**src/rtl/tmult_arbiter_if.sv**
```systemverilog
// tmult_arbiter_if
//   Bundles the request, multiplier and response channels of tmult_arbiter.
//   Modport master is the arbiter's view. Modport slave is the view of the
//   surrounding lanes, the multiplier and the response sink.
//
//   Signals:
//     s_req_a_tdata / s_req_b_tdata  NREQ*W  operand pairs, requester i at [i*W +: W]
//     s_req_tvalid / s_req_tready    NREQ    per-requester handshake
//     mul_a_*, mul_b_*               W/1/1   operand channels to the multiplier
//     mul_z_*                        W/1/1   product channel from the multiplier
//     m_rsp_tdata / m_rsp_tdest      W/IDW   product and requester index
//     m_rsp_tvalid / m_rsp_tready    1/1     response handshake
interface tmult_arbiter_if #(
    parameter int NREQ = 4,
    parameter int EXP  = 5,
    parameter int FRA  = 10
);
    localparam int W   = EXP + FRA + 1;
    localparam int IDW = (NREQ > 2) ? $clog2(NREQ) : 1;

    logic [NREQ*W-1:0] s_req_a_tdata;
    logic [NREQ*W-1:0] s_req_b_tdata;
    logic [NREQ-1:0]   s_req_tvalid;
    logic [NREQ-1:0]   s_req_tready;

    logic [W-1:0]      mul_a_tdata;
    logic              mul_a_tvalid;
    logic              mul_a_tready;
    logic [W-1:0]      mul_b_tdata;
    logic              mul_b_tvalid;
    logic              mul_b_tready;
    logic [W-1:0]      mul_z_tdata;
    logic              mul_z_tvalid;
    logic              mul_z_tready;

    logic [W-1:0]      m_rsp_tdata;
    logic [IDW-1:0]    m_rsp_tdest;
    logic              m_rsp_tvalid;
    logic              m_rsp_tready;

    modport master (
        input  s_req_a_tdata, s_req_b_tdata, s_req_tvalid,
        output s_req_tready,
        output mul_a_tdata, mul_a_tvalid,
        input  mul_a_tready,
        output mul_b_tdata, mul_b_tvalid,
        input  mul_b_tready,
        input  mul_z_tdata, mul_z_tvalid,
        output mul_z_tready,
        output m_rsp_tdata, m_rsp_tdest, m_rsp_tvalid,
        input  m_rsp_tready
    );

    modport slave (
        output s_req_a_tdata, s_req_b_tdata, s_req_tvalid,
        input  s_req_tready,
        input  mul_a_tdata, mul_a_tvalid,
        output mul_a_tready,
        input  mul_b_tdata, mul_b_tvalid,
        output mul_b_tready,
        output mul_z_tdata, mul_z_tvalid,
        input  mul_z_tready,
        input  m_rsp_tdata, m_rsp_tdest, m_rsp_tvalid,
        output m_rsp_tready
    );
endinterface

```
**src/rtl/tmult_arbiter.sv**
```systemverilog
// tmult_arbiter
//   Round-robin arbiter sharing one multi-cycle float multiplier between NREQ
//   requesters, one operation in flight. A granted pair is sent as A then B,
//   the product is captured and returned tagged with the requester index.
//
//   Ports:
//     aclk         clock
//     aresetn      synchronous active-low reset (shared with the multiplier)
//     bus          tmult_arbiter_if.master: request, multiplier, response channels
//     busy         high whenever the FSM is not in IDLE
//     timeout_err  sticky watchdog flag (only with TMULT_ARB_TIMEOUT_EN)
//
//   Optional feature: define TMULT_ARB_TIMEOUT_EN to add a watchdog that
//   abandons an operation after TIMEOUT cycles and returns a canonical qNaN.
//
//   state  | meaning
//   IDLE   | arbitrating; s_req_tready carries the one-hot grant
//   SEND_A | presenting latched operand A to the multiplier
//   SEND_B | presenting latched operand B to the multiplier
//   WAIT_Z | ready for the product
//   RESP   | holding the product on the response stream
module tmult_arbiter #(
    parameter int NREQ = 4,
    parameter int EXP  = 5,
    parameter int FRA  = 10
`ifdef TMULT_ARB_TIMEOUT_EN
    ,
    parameter int TIMEOUT = 64
`endif
) (
    input  logic aclk,
    input  logic aresetn,
    tmult_arbiter_if.master bus,
    output logic busy
`ifdef TMULT_ARB_TIMEOUT_EN
    ,
    output logic timeout_err
`endif
);
    localparam int W   = EXP + FRA + 1;
    localparam int IDW = (NREQ > 2) ? $clog2(NREQ) : 1;
    localparam logic [W-1:0] QNAN = {1'b0, {EXP{1'b1}}, 1'b1, {(FRA-1){1'b0}}};

    typedef enum logic [2:0] {IDLE, SEND_A, SEND_B, WAIT_Z, RESP} state_t;

    state_t          state;
    logic [IDW-1:0]  ptr;
    logic [IDW-1:0]  idx_r;
    logic [W-1:0]    a_r, b_r, z_r;
    logic            a_vld_r, b_vld_r, z_rdy_r, rsp_vld_r, busy_r;

    logic [NREQ-1:0] grant;
    logic [IDW-1:0]  grant_idx;
    logic [IDW-1:0]  jj;
    logic [W-1:0]    sel_a, sel_b;
    logic [IDW-1:0]  ptr_nxt;
    logic            tmo_exit;

    // Walk the search order backwards so the requester closest to ptr wins last.
    always_comb begin
        grant     = '0;
        grant_idx = '0;
        jj        = '0;
        sel_a     = '0;
        sel_b     = '0;
        for (int k = NREQ - 1; k >= 0; k--) begin
            jj = IDW'((int'(ptr) + k) % NREQ);
            if (bus.s_req_tvalid[jj]) begin
                grant     = '0;
                grant[jj] = 1'b1;
                grant_idx = jj;
                sel_a     = bus.s_req_a_tdata[jj*W +: W];
                sel_b     = bus.s_req_b_tdata[jj*W +: W];
            end
        end
    end

    assign ptr_nxt = (grant_idx == IDW'(NREQ - 1)) ? '0 : grant_idx + 1'b1;

    assign bus.s_req_tready = (state == IDLE) ? grant : '0;

`ifdef TMULT_ARB_TIMEOUT_EN
    localparam int TCW = ($clog2(TIMEOUT + 1) > 8) ? $clog2(TIMEOUT + 1) : 8;

    logic [TCW-1:0] wd_cnt;
    logic           tmo_err_r;

    // A product arriving in the same cycle as the limit still wins.
    assign tmo_exit = (state inside {SEND_A, SEND_B, WAIT_Z})
                    && (wd_cnt >= TCW'(TIMEOUT))
                    && !((state == WAIT_Z) && bus.mul_z_tvalid);

    always_ff @(posedge aclk) begin
        if (!aresetn) begin
            wd_cnt    <= '0;
            tmo_err_r <= 1'b0;
        end else begin
            if (state == IDLE)
                wd_cnt <= '0;
            else if (state != RESP)
                wd_cnt <= wd_cnt + 1'b1;
            if (tmo_exit)
                tmo_err_r <= 1'b1;
        end
    end

    assign timeout_err = tmo_err_r;
`else
    assign tmo_exit = 1'b0;
`endif

    always_ff @(posedge aclk) begin
        if (!aresetn) begin
            state     <= IDLE;
            ptr       <= '0;
            idx_r     <= '0;
            a_r       <= '0;
            b_r       <= '0;
            z_r       <= '0;
            a_vld_r   <= 1'b0;
            b_vld_r   <= 1'b0;
            z_rdy_r   <= 1'b0;
            rsp_vld_r <= 1'b0;
            busy_r    <= 1'b0;
        end else if (tmo_exit) begin
            // Abandon the operation; the requester still gets an answer (qNaN).
            state     <= RESP;
            z_r       <= QNAN;
            a_vld_r   <= 1'b0;
            b_vld_r   <= 1'b0;
            z_rdy_r   <= 1'b0;
            rsp_vld_r <= 1'b1;
        end else begin
            case (state)
                IDLE: begin
                    if (|grant) begin
                        a_r     <= sel_a;
                        b_r     <= sel_b;
                        idx_r   <= grant_idx;
                        ptr     <= ptr_nxt;
                        a_vld_r <= 1'b1;
                        busy_r  <= 1'b1;
                        state   <= SEND_A;
                    end
                end
                SEND_A: begin
                    if (bus.mul_a_tready) begin
                        a_vld_r <= 1'b0;
                        b_vld_r <= 1'b1;
                        state   <= SEND_B;
                    end
                end
                SEND_B: begin
                    if (bus.mul_b_tready) begin
                        b_vld_r <= 1'b0;
                        z_rdy_r <= 1'b1;
                        state   <= WAIT_Z;
                    end
                end
                WAIT_Z: begin
                    if (bus.mul_z_tvalid) begin
                        z_r       <= bus.mul_z_tdata;
                        z_rdy_r   <= 1'b0;
                        rsp_vld_r <= 1'b1;
                        state     <= RESP;
                    end
                end
                RESP: begin
                    if (bus.m_rsp_tready) begin
                        rsp_vld_r <= 1'b0;
                        busy_r    <= 1'b0;
                        state     <= IDLE;
                    end
                end
                default: begin
                    a_vld_r   <= 1'b0;
                    b_vld_r   <= 1'b0;
                    z_rdy_r   <= 1'b0;
                    rsp_vld_r <= 1'b0;
                    busy_r    <= 1'b0;
                    state     <= IDLE;
                end
            endcase
        end
    end

    assign bus.mul_a_tdata  = a_r;
    assign bus.mul_a_tvalid = a_vld_r;
    assign bus.mul_b_tdata  = b_r;
    assign bus.mul_b_tvalid = b_vld_r;
    assign bus.mul_z_tready = z_rdy_r;
    assign bus.m_rsp_tdata  = z_r;
    assign bus.m_rsp_tdest  = idx_r;
    assign bus.m_rsp_tvalid = rsp_vld_r;
    assign busy             = busy_r;
endmodule

```
**src/flat_wrapper.sv**
```systemverilog
// flat-port wrapper written by rule: the top's interface ports become plain ports
module tmult_arbiter_flat 
#(
    parameter int NREQ = 4,
    parameter int EXP  = 5,
    parameter int FRA  = 10

)
  (aclk, aresetn, busy, bus_s_req_a_tdata, bus_s_req_b_tdata, bus_s_req_tvalid, bus_s_req_tready, bus_mul_a_tdata, bus_mul_a_tvalid, bus_mul_a_tready, bus_mul_b_tdata, bus_mul_b_tvalid, bus_mul_b_tready, bus_mul_z_tdata, bus_mul_z_tvalid, bus_mul_z_tready, bus_m_rsp_tdata, bus_m_rsp_tdest, bus_m_rsp_tvalid, bus_m_rsp_tready);
  tmult_arbiter_if #(.NREQ(NREQ), .EXP(EXP), .FRA(FRA)) bus_i ();
  input  logic aclk;
  input  logic aresetn;
  output logic busy;
  input wire logic [$bits(bus_i.s_req_a_tdata)-1:0] bus_s_req_a_tdata;
  input wire logic [$bits(bus_i.s_req_b_tdata)-1:0] bus_s_req_b_tdata;
  input wire logic [$bits(bus_i.s_req_tvalid)-1:0] bus_s_req_tvalid;
  output wire logic [$bits(bus_i.s_req_tready)-1:0] bus_s_req_tready;
  output wire logic [$bits(bus_i.mul_a_tdata)-1:0] bus_mul_a_tdata;
  output wire logic [$bits(bus_i.mul_a_tvalid)-1:0] bus_mul_a_tvalid;
  input wire logic [$bits(bus_i.mul_a_tready)-1:0] bus_mul_a_tready;
  output wire logic [$bits(bus_i.mul_b_tdata)-1:0] bus_mul_b_tdata;
  output wire logic [$bits(bus_i.mul_b_tvalid)-1:0] bus_mul_b_tvalid;
  input wire logic [$bits(bus_i.mul_b_tready)-1:0] bus_mul_b_tready;
  input wire logic [$bits(bus_i.mul_z_tdata)-1:0] bus_mul_z_tdata;
  input wire logic [$bits(bus_i.mul_z_tvalid)-1:0] bus_mul_z_tvalid;
  output wire logic [$bits(bus_i.mul_z_tready)-1:0] bus_mul_z_tready;
  output wire logic [$bits(bus_i.m_rsp_tdata)-1:0] bus_m_rsp_tdata;
  output wire logic [$bits(bus_i.m_rsp_tdest)-1:0] bus_m_rsp_tdest;
  output wire logic [$bits(bus_i.m_rsp_tvalid)-1:0] bus_m_rsp_tvalid;
  input wire logic [$bits(bus_i.m_rsp_tready)-1:0] bus_m_rsp_tready;
  assign bus_i.s_req_a_tdata = bus_s_req_a_tdata;
  assign bus_i.s_req_b_tdata = bus_s_req_b_tdata;
  assign bus_i.s_req_tvalid = bus_s_req_tvalid;
  assign bus_s_req_tready = bus_i.s_req_tready;
  assign bus_mul_a_tdata = bus_i.mul_a_tdata;
  assign bus_mul_a_tvalid = bus_i.mul_a_tvalid;
  assign bus_i.mul_a_tready = bus_mul_a_tready;
  assign bus_mul_b_tdata = bus_i.mul_b_tdata;
  assign bus_mul_b_tvalid = bus_i.mul_b_tvalid;
  assign bus_i.mul_b_tready = bus_mul_b_tready;
  assign bus_i.mul_z_tdata = bus_mul_z_tdata;
  assign bus_i.mul_z_tvalid = bus_mul_z_tvalid;
  assign bus_mul_z_tready = bus_i.mul_z_tready;
  assign bus_m_rsp_tdata = bus_i.m_rsp_tdata;
  assign bus_m_rsp_tdest = bus_i.m_rsp_tdest;
  assign bus_m_rsp_tvalid = bus_i.m_rsp_tvalid;
  assign bus_i.m_rsp_tready = bus_m_rsp_tready;
  tmult_arbiter #(.NREQ(NREQ), .EXP(EXP), .FRA(FRA)) u_core (.aclk(aclk), .aresetn(aresetn), .bus(bus_i), .busy(busy));
endmodule
```
**config.mk**
```make
export PLATFORM = sky130hd
export DESIGN_NAME = tmult_arbiter_flat
export DESIGN_NICKNAME = d
export VERILOG_FILES = /design/src/rtl/tmult_arbiter_if.sv /design/src/rtl/tmult_arbiter.sv /design/src/flat_wrapper.sv
export SDC_FILE = /design/constraint.sdc
export NUM_CORES = 1
export LEC_CHECK = 0
export BUFFER_PORTS_ARGS = -buffer_cell sky130_fd_sc_hd__buf_2
export CAP_MARGIN = 20
export CORE_UTILIZATION = 35
export DETAILED_ROUTE_END_ITERATION = 6
export PLACE_DENSITY = 0.69
export SLEW_MARGIN = 20
export SYNTH_ARGS = -nofsm -noshare
export SYNTH_HDL_FRONTEND = slang
export SYNTH_SLANG_ARGS = --single-unit
```
**constraint.sdc**
```tcl
create_clock -name aclk -period 11.4 [get_ports aclk]
set_input_delay 2.28 -clock aclk [delete_from_list [all_inputs] [get_ports aclk]]
set_output_delay 2.28 -clock aclk [all_outputs]
set_load 0.05 [all_outputs]
```
-- Word level (Yosys, flattened, before mapping)
Cells that the tools add are included.
- logic and storage cells: 118
- register bits: 60
- input bits: 154
- bitwise operators: 5
- eq/ne operators: 10
- shift-type cells: 8
- mux-type cells: 53
- reduce and logical (&&, ||, !) cells: 19
- add/sub/neg operators: 4
- $lt $le $gt $ge: 8
- operator list (operator ; count):
    64-bit by 7-bit indexed part select with 16-bit output ; 8
    16-bit 2-to-1 mux ; 8
    4-bit 2-to-1 mux ; 5
    1-bit 2-to-1 mux ; 16
    3-bit 2-to-1 mux ; 5
    1-bit one-hot mux with 3 select lines ; 5
    3-bit one-hot mux with 5 select lines ; 1
    3-bit AND reduction ; 5
    3-bit OR reduction ; 5
    2-bit by 3-bit less-than comparator with 1-bit output, second input constant ; 4
    2-bit 2-to-1 mux ; 5
    2-bit inequality test, second input constant ; 5
    1-bit binary-select mux with 2-bit select ; 4
    1-bit demux with 2-bit select ; 4
    2-bit by 1-bit >= comparator with 1-bit output, second input constant ; 4
    3-bit by 2-bit equality test with 1-bit output, second input constant ; 2
    1-bit inverter ; 5
    5-bit AND reduction ; 1
    2-bit by 1-bit adder with 2-bit output, second input constant ; 2
    2-bit adder, second input constant ; 2
    1-bit logical AND ; 4
    2-bit AND reduction ; 2
    4-bit OR reduction ; 1
    3-bit by 1-bit equality test with 1-bit output, second input constant ; 1
    other kinds (3) ; 3

-- Depth between registers and ports, before layout
Gate-level depths: netlist of run 1.
- depth in word-level cells: 12
- depth in mapped cells: 14
- mapped depth without buffers: 9

-- Least setup slack after synthesis of run 1
OpenSTA, ideal clock, no wires.
- kind: in2out
- start: in bus_s_req_tvalid[2]
- end: out bus_s_req_tready[3]
- cell stages on the path: 6
- arrival time: 4.040 ns
- required time: 9.120 ns
- path slack: 5.080 ns
- cells stage by stage: clkbuf_1 > mux4_2 > nor3b_4 > nand2_1 > a41oi_2 > and2_1
- longest elaborated chain between the ends: 7
- elaborated cells on any way between the ends: 13
- RTL lines (item ; line ; source):
    start: declaration ; flat_wrapper.sv:16 ; input wire logic [$bits(bus_i.s_req_tvalid)-1:0] bus_s_req_tvalid;
    1-bit binary-select mux with 2-bit select ; tmult_arbiter.sv:68 ; if (bus.s_req_tvalid[jj]) begin
    1-bit 2-to-1 mux (implied by the code) ; tmult_arbiter.sv:68 ;
    4-bit 2-to-1 mux (3 in a row) ; tmult_arbiter.sv:68 ;
    4-bit 2-to-1 mux * ; tmult_arbiter.sv:68 ;
    4-bit 2-to-1 mux * ; tmult_arbiter.sv:80 ; assign bus.s_req_tready = (state == IDLE) ? grant : '0;
    end: declaration ; flat_wrapper.sv:17 ; output wire logic [$bits(bus_i.s_req_tready)-1:0] bus_s_req_tready;
Every way passes the cells marked *; elsewhere a longest branch is shown, timed or not. The select of a mux whose other input is x is not followed.

-- Worst setup path after layout of run 1
- start: in bus_s_req_tvalid[2]
- end: out bus_s_req_tready[0]
The elaborated chain is that of the path after synthesis.

==> reports/qor.csv, run 1 <==
metric,value,unit
tightest_slew,0.961,ns
synth_compound_area_share,19.6,%
vias,6279,
ys_seq_area_share,17.7,%
syn_inst,647,
setup_viol,0,
hpwlAfterDp,13300,microns
placement.io_buffers,212,
cp-start-kind,input pin,
ios,213,
worstSetupStartpoint,bus_s_req_tvalid[2],
p_clk_share,14.3,%
die_h,141,microns
wl_per_cell,18.0,microns
synth_nets,810,
ant_nets,0,
critPathMaxFanout,27,
cp.arrival,4.55,ns
p_seq_share,17.0,%
synth_ff_type,dfxtp_1,
cts_root_buf,clkbuf_16,
post-cts-setup-buffers,0,
drv_cap,0,
muxShareOfSynthArea,45.3,%
coreArea,18800,sq um
via_per_inst,5.87,
critical_path_class,in -> out,
tritoncts,yes,
drtPass1Iterations,5,
finalHoldViolCount,0,
crit_path_end_kind,output port,
final_max_slew_viol_count,0,
setup_tns,0,ns
insertion_delay,0.35,ns
intPower,0.982,mW
grt_max_degree,96,
grtUsageTotal,19.4,%
synth_seq_cells,60,
rr_worst_depth,10,
grt_setup_unrepaired,false,
run_status,"complete, no violations",
final_common_cell,buf_2,
fin_skew,0.0143,ns
gp_congestion,0.833,
slew_headroom,35.9,%
fp-row-count,50,
r2r_start,u_core.ptr[1]$_SDFFE_PN0P_,
worstHoldStart,u_core.bus.mul_b_tdata[6]$_SDFFE_PN0P_,
syn_area_per_cell,10.5,sq um
die_area,19900,sq um
synth.top_cell.area_share,33.9,%
antenna_found_initial,3,
synthArstFlopShare,0,%
clkSlewWorstSetupHoldPaths,0.07,ns
fin_crit,6.83,ns
cp.required,9.12,ns
endpoint,bus_s_req_tready[0],
r2r_slack,7.04,ns
cts_buffers,9,
p_sw_share,47.8,%
final_cell_mix,"buf_2 (211), mux4_2 (102), nand2_1 (92), dfxtp_1 (58), mux2i_1 (50)",
drive_above_1_share,46.7,%
totalPowerFinal,1.88,mW
syn_area,6770,sq um
r2r_end,u_core.bus.mul_a_tdata[6]$_SDFFE_PN0P_,
p_leak,3.12,nW
synth_area_leaders,"mux4_2 (34%), dfxtp_1 (18%), mux2i_1 (7.5%)",
gr-total-overflow,0,
fin_crit_sh,59.9,%
die_w,141,microns
synth_top_area_cell,mux4_2,
power_switching,0.899,mW
start_util,35.9,%
drc_errors,0,
synth_top_family_by_area,multiplexers,
drt_iter0_markers,491,
first_global_vias,5695,
combinationalPowerShare,68.7,%
cts_sinks,60,
hp-class,reg -> reg,
yosys_warnings,0,
clockBufferDepth,2,
cts_max_level,3,
synth-xor-area-share,0,%
area_growth,21.5,%
synth_simple_gate_area_share,10.4,%
max_freq,146,MHz
ctsHoldBuffers,0,
synth.distinct_cells,40,
cts_resized,0,
synth_edf_count,0,
grt_pass1_wl,30700,microns
peakVddDrop,127,uV
utilization,43.7,%
synthAdderAreaFrac,1.66,%
holdPathStages,2,
finalNetCount,967,
wl,19300,microns
powerDensity,229,nW/um^2
## through the flow
stage | instance area (sq um) | cells | hold slack [ns] | setup WS (ns)
floorplan | 6770 | 647 | 0.543 | 5.08
global placement | 7930 | 1053 | 0.445 | 4.60
detailed placement | 7930 | 1053 | 0.449 | 4.60
global route | 8220 | 1069 | 0.478 | 4.47
finish | 8220 | 1070 | 0.458 | 4.57
CTS | 8220 | 1069 | 0.462 | 4.59
## synth_stat cells, drive strengths merged, types with 13 or more instances
| cell | instances |
|---|---|
| mux4 | 102 |
| nand2 | 92 |
| dfxtp | 60 |
| mux2i | 51 |
| clkbuf | 47 |
| o211ai | 36 |
| a221o | 34 |
| buf | 30 |
| mux2 | 23 |
| a21boi | 20 |
| nand3 | 19 |
| a32o | 17 |
| nor2 | 17 |
| o21ai | 16 |
| a22oi | 13 |
## area by class of cell
type / instances / area (sq um)
Inverter: 5 / 18.8
Clock buffer: 10 / 239
Sequential cell: 60 / 1210
Tap cell: 260 / 325
Timing Repair Buffer: 223 / 1150
Fill cell: 1812 / 10600
Multi-Input combinational cell: 505 / 5230
Clock inverter: 6 / 47.5
Antenna cell: 1 / 2.50
## routing by layer
layer	global-route usage (%)	vias up	part of all wire [%]	wire length, microns
met3	3.80	31	6.8	1320
met5	0	-	0.14	27
met2	30.7	280	48	9240
met1	26.7	3019	43	8380
li1	-	2945	-	-
met4	5.72	4	1.7	331
## flip-flops by register name, indices dropped and copies added, names as in the netlist
signal	cells
u_core.bus.m_rsp_tdata	16
u_core.busy	1
u_core.bus.m_rsp_tdest	2
u_core.bus.mul_a_tdata	16
u_core.bus.m_rsp_tvalid	1
u_core.state	3
u_core.ptr	2
u_core.bus.mul_b_tvalid	1
u_core.bus.mul_a_tvalid	1
u_core.bus.mul_z_tready	1
u_core.bus.mul_b_tdata	16
## kinds of logic after synthesis
family | count (synthesis)
muxes | 176
and+or+nand+nor | 159
AOI/OAI and AO/OA | 161
adders and majority gates | 9
buffers and inverters | 82
DFF | 60
## critical path, stage by stage
cell and delay, ns:
buf_2 0.28, mux4_2 0.75, nor3b_4 0.35, nand2_1 0.13
a41oi_2 0.32, and2_1 0.18, buf_2 0.26
## power groups by stage
stage,sequential (mW),clock (mW),combinational [mW]
global route,0.330,0.289,1.39
finish,0.321,0.269,1.29
detailed placement,0.326,0,1.30
CTS,0.321,0.278,1.30
floorplan,0.445,0,0.930
global placement,0.324,0,1.28
## how the worst min path moves through the flow
stage | endpoint | slack [ns]
after global placement | u_core.bus.m_rsp_tdest[0]$_SDFFE_PN0P_ | 0.44
after global routing | u_core.bus.m_rsp_tdata[1]$_SDFFE_PN0P_ | 0.48
after floorplan | u_core.state[1]$_SDFFE_PN0P_ | 0.54
after CTS | u_core.bus.mul_b_tdata[6]$_SDFFE_PN0P_ | 0.46
after detailed placement | u_core.bus.mul_b_tdata[11]$_SDFFE_PN0P_ | 0.45
final | u_core.bus.mul_b_tdata[6]$_SDFFE_PN0P_ | 0.46
Power figures use the tool's default switching activity.
==> inputs of run 2 (changes only) <==
Settings changed: PLACE_DENSITY 0.69 to 0.72.
Clock period 11.4 ns to 5.64 ns, I/O delays scaled along.
==> run 2 against run 1 <==
Final cell count hardly changed. Hold slack worse by 0.0042 ns. Critical path depth rose by 1. Combinational power grew 100%. Via count grew 1.3%. Largest cell class unchanged.
==> reports/qor.csv, run 2 (same netlist as run 1, synthesis figures left out) <==
metric,value,unit
clkSlewWorstSetupHoldPaths,0.06,ns
cp-start-kind,flop,
totalPowerFinal,3.89,mW
drt_iter0_markers,369,
coreArea,18800,sq um
dp.cells,1055,
critical_path_class,reg -> out,
p_leak,3.14,nW
rr_worst_depth,9,
die_w,141,microns
antenna_found_initial,0,
tightest_slew,0.943,ns
fin_cells,1071,
insertion_delay,0.34,ns
grt_pass1_wl,31300,microns
fin_skew,0.00679,ns
cts_root_buf,clkbuf_16,
layout_setup_ws,0.274,ns
setup_tns,0,ns
endpoint,bus_s_req_tready[0],
multi_input_area,5230,sq um
slew_headroom,37.2,%
fin_crit_sh,95.1,%
max_freq,186,MHz
highest_layer,met4,
tritoncts,yes,
hp-class,reg -> reg,
placement.io_buffers,212,
finalNetCount,969,
worstSetupStartpoint,u_core.ptr[0]$_SDFFE_PN0P_,
place_ws,0.652,ns
setup_viol,0,
run_status,"complete, no violations",
wl_met3,1100,microns
final_max_slew_viol_count,0,
cts_max_level,3,
seqCellArea,1210,sq um
drv_cap,0,
cp.required,4.51,ns
drive_above_1_share,46.9,%
peakVddDrop,231,uV
powerDensity,471,nW/um^2
via_per_inst,5.94,
die_h,141,microns
first_global_vias,6040,
ant_nets,0,
cts_resized,0,
wl_met1,8350,microns
final_common_cell,buf_2,
met2_wirelength,9690,microns
ctsHoldBuffers,0,
drtPass1Iterations,5,
hpwlAfterDp,13800,microns
ios,213,
grt_setup_unrepaired,false,
r2r_slack,1.21,ns
start_util,35.9,%
critPathMaxFanout,52,
grtUsageTotal,19.6,%
n_antenna_cell,0,
gp_congestion,0.839,
clockBufferDepth,2,
fin_crit,5.37,ns
die_area,19900,sq um
grt_max_degree,61,
vias,6360,
finalHoldViolCount,0,
cts_buffers,9,
cp.arrival,4.24,ns
cts_sinks,60,
drc_errors,0,
r2r_end,u_core.bus.mul_b_tdata[8]$_SDFFE_PN0P_,
crit_path_end_kind,output port,
wl,19600,microns
post-cts-setup-buffers,0,
fillers,1781,
fp-row-count,50,
final_cell_mix,"buf_2 (212), mux4_2 (102), nand2_1 (92), dfxtp_1 (58), mux2i_1 (50)",
r2r_start,u_core.ptr[0]$_SDFFE_PN0P_,
area_growth,22.2,%
gr-total-overflow,0,
wl_per_cell,18.3,microns
[run 2: cell count changes in the layout (fill, tap and decap cells not counted), sizes merged]
cell / previous run / this run
bufinv: 0 / 2
buf: 223 / 225
diode: 1 / 0
clkinv: 3 / 2
clkbuf: 10 / 9
[run 2: per-stage QoR]
stage	hold slack, ns	cell area (sq um)	util (%)
after floorplan	0.543	6770	-
after global placement	0.444	7940	42.2
after detailed placement	0.451	7940	42.2
after CTS	0.460	8270	43.9
after global routing	0.483	8270	43.9
final	0.454	8270	43.9
[run 2: how the worst min path moves through the flow]
stage | start | end | slack (ns) | cells past startpoint
global placement | u_core.bus.mul_b_tdata[15]$_SDFFE_PN0P_ | u_core.bus.mul_b_tdata[15]$_SDFFE_PN0P_ | 0.44 | 2
detailed placement | u_core.bus.m_rsp_tdest[1]$_SDFFE_PN0P_ | u_core.bus.m_rsp_tdest[1]$_SDFFE_PN0P_ | 0.45 | 2
global route | u_core.bus.mul_a_tdata[3]$_SDFFE_PN0P_ | u_core.bus.mul_a_tdata[3]$_SDFFE_PN0P_ | 0.48 | 2
finish | u_core.bus.m_rsp_tdest[1]$_SDFFE_PN0P_ | u_core.bus.m_rsp_tdest[1]$_SDFFE_PN0P_ | 0.45 | 2
CTS | u_core.bus.m_rsp_tdest[1]$_SDFFE_PN0P_ | u_core.bus.m_rsp_tdest[1]$_SDFFE_PN0P_ | 0.46 | 2
floorplan | u_core.state[0]$_SDFFE_PN0P_ | u_core.state[1]$_SDFFE_PN0P_ | 0.54 | 3
[run 2: per-layer routing]
metal	vias up	global-route usage (%)
li1	2945	-
met1	3125	25.4
met2	258	32.9
met3	32	3.40
met4	0	6.98
met5	-	0
[run 2: area by class of cell]
class | instances | share of cell area (%)
Clock buffer | 9 | 2.72
Sequential cell | 60 | 14.6
Timing Repair Buffer | 225 | 14.0
Inverter | 5 | 0.227
Clock inverter | 7 | 1.20
Tap cell | 260 | 3.93
Multi-Input combinational cell | 505 | 63.3
[run 2: worst max-delay path, stage by stage, from the launching register on]
cell     delay [ns]
dfxtp_4        0.81
inv_1          0.32
ha_2           0.88
mux4_2         0.61
nor3b_4        0.37
nand2_1        0.12
a41oi_2        0.35
and2_1         0.17
buf_2          0.25
[run 2: power by group]
part | internal [mW] | switching (mW)
clock network | 0.390 | 0.223
logic | 1.14 | 1.49
registers | 0.534 | 0.112
==> inputs of run 3 (changes only) <==
Settings changed: BUFFER_PORTS_ARGS -buffer_cell sky130_fd_sc_hd__buf_2 to not set, CORE_MARGIN set to 1, DONT_BUFFER_PORTS set to 1, PLACE_DENSITY 0.72 to 0.62.
==> run 3 against run 2 <==
Combinational power shrank 15%. Final cell count down 20%. Largest cell class unchanged. Highest routed layer unchanged. Critical path depth is 1 lower. Design area shrank 12%. Worst setup slack gained 0.81 ns. Global-route usage is 0.71 points lower.
==> reports/qor.csv, run 3 (same netlist as run 1, synthesis figures left out) <==
metric,value,unit
wl_per_cell,22.1,microns
fp-row-count,50,
crit_path_end_kind,output port,
run_status,"complete, no violations",
drv_cap,0,
fin_area,7260,sq um
peakVddDrop,335,uV
ant_nets,0,
drive_above_1_share,27.8,%
ctsHoldBuffers,0,
cts_root_buf,clkbuf_16,
drtPass1Iterations,5,
post-cts-setup-buffers,0,
first_global_vias,5536,
grtUsageTotal,18.9,%
gp_congestion,0.829,
setup_tns,0,ns
finalHoldViolCount,0,
tightest_slew,1.00,ns
cp_cell_sequence,buf_12 > mux4_2 > nor3b_4 > nand2_1 > a41oi_2 > and2_1 > buf_12,
place_ws,1.45,ns
cts_max_level,3,
insertion_delay,0.35,ns
area_growth,7.21,%
grt_pass1_wl,29600,microns
hp-class,reg -> reg,
final_cell_mix,"mux4_2 (102), nand2_1 (92), dfxtp_1 (58), mux2i_1 (50), o211ai_1 (36)",
antenna_found_initial,0,
coreArea,18800,sq um
dpl_cell_area,6960,sq um
setup_viol,0,
cpMostUsedCell,buf_12,
max_freq,219,MHz
drc_errors,0,
p_leak,2.25,nW
cp.arrival,3.43,ns
fin_cells,861,
cp.required,4.51,ns
totalPowerFinal,3.75,mW
placement.io_buffers,0,
max_stage_delay,0.82,ns
powerDensity,517,nW/um^2
grt_setup_unrepaired,false,
die_w,141,microns
cts_buffers,9,
hpwlAfterDp,13100,microns
final_max_slew_viol_count,0,
tritoncts,yes,
gr-total-overflow,0,
vias,5691,
slew_headroom,33.0,%
finalNetCount,759,
grt_max_degree,163,
fin_skew,0.0157,ns
path_delay_family,multiplexers,
n_antenna_cell,0,
fin_crit,4.56,ns
fin_crit_sh,80.8,%
final_common_cell,mux4_2,
wl,19000,microns
cts_resized,0,
start_util,35.9,%
die_h,141,microns
clkSlewWorstSetupHoldPaths,0.06,ns
ios,213,
die_area,19900,sq um
critical_path_class,reg -> out,
layout_setup_ws,1.08,ns
critPathMaxFanout,162,
via_per_inst,6.61,
drt_iter0_markers,314,
worst-path-buf-inv,2,
crit_slowest_cell,mux4_2,
cts_sinks,60,
dp.cells,845,
clockBufferDepth,2,
cp-start-kind,flop,
==> run 3: report_power, final <==
group,leakage (nW),internal (mW),total [mW],switching [mW]
sequential,0.494,0.533,0.936,0.403
combinational,1.61,1.10,2.24,1.13
clock,0.140,0.345,0.577,0.232
==> run 3: per-layer routing <==
metal  GRT usage [%]  share of wire (%)
met5               0                  0
met4            5.95                1.7
met3            4.89                8.5
met2            32.1                 49
met1            23.4                 40
==> run 3: stage by stage <==
stage                     hold slack, ns  util (%)
after floorplan                    0.543         -
after detailed placement           0.574      37.0
final                              0.584      38.5
after global routing               0.638      38.5
after global placement             0.570      37.0
after CTS                          0.583      38.5
==> run 3: worst min-delay path, cell delays in order (launching register included) <==
cell and delay, ns:
dfxtp_1 0.39, nand2_1 0.08, a21boi_0 0.07
==> run 3: final cells by class <==
class	count	area, sq um
fillers	1814	11600
multi-input cells	505	5230
flip-flops and latches	60	1210
well taps	260	325
clock buffers	11	233
repair buffers	15	179
clock inverters	5	61.3
inverters	5	18.8
==> run 3: final timing paths <==
path,from,endpoint,slack [ns],cells past startpoint
setup / recovery,u_core.ptr[0]$_SDFFE_PN0P_,bus_s_req_tready[2],1.08,7
hold / removal,u_core.state[2]$_SDFFE_PN0P_,u_core.state[2]$_SDFFE_PN0P_,0.58,2
setup reg to reg,u_core.ptr[0]$_SDFFE_PN0P_,u_core.bus.mul_a_tdata[8]$_SDFFE_PN0P_,2.05,8
hold reg to reg,u_core.state[2]$_SDFFE_PN0P_,u_core.state[2]$_SDFFE_PN0P_,0.58,2
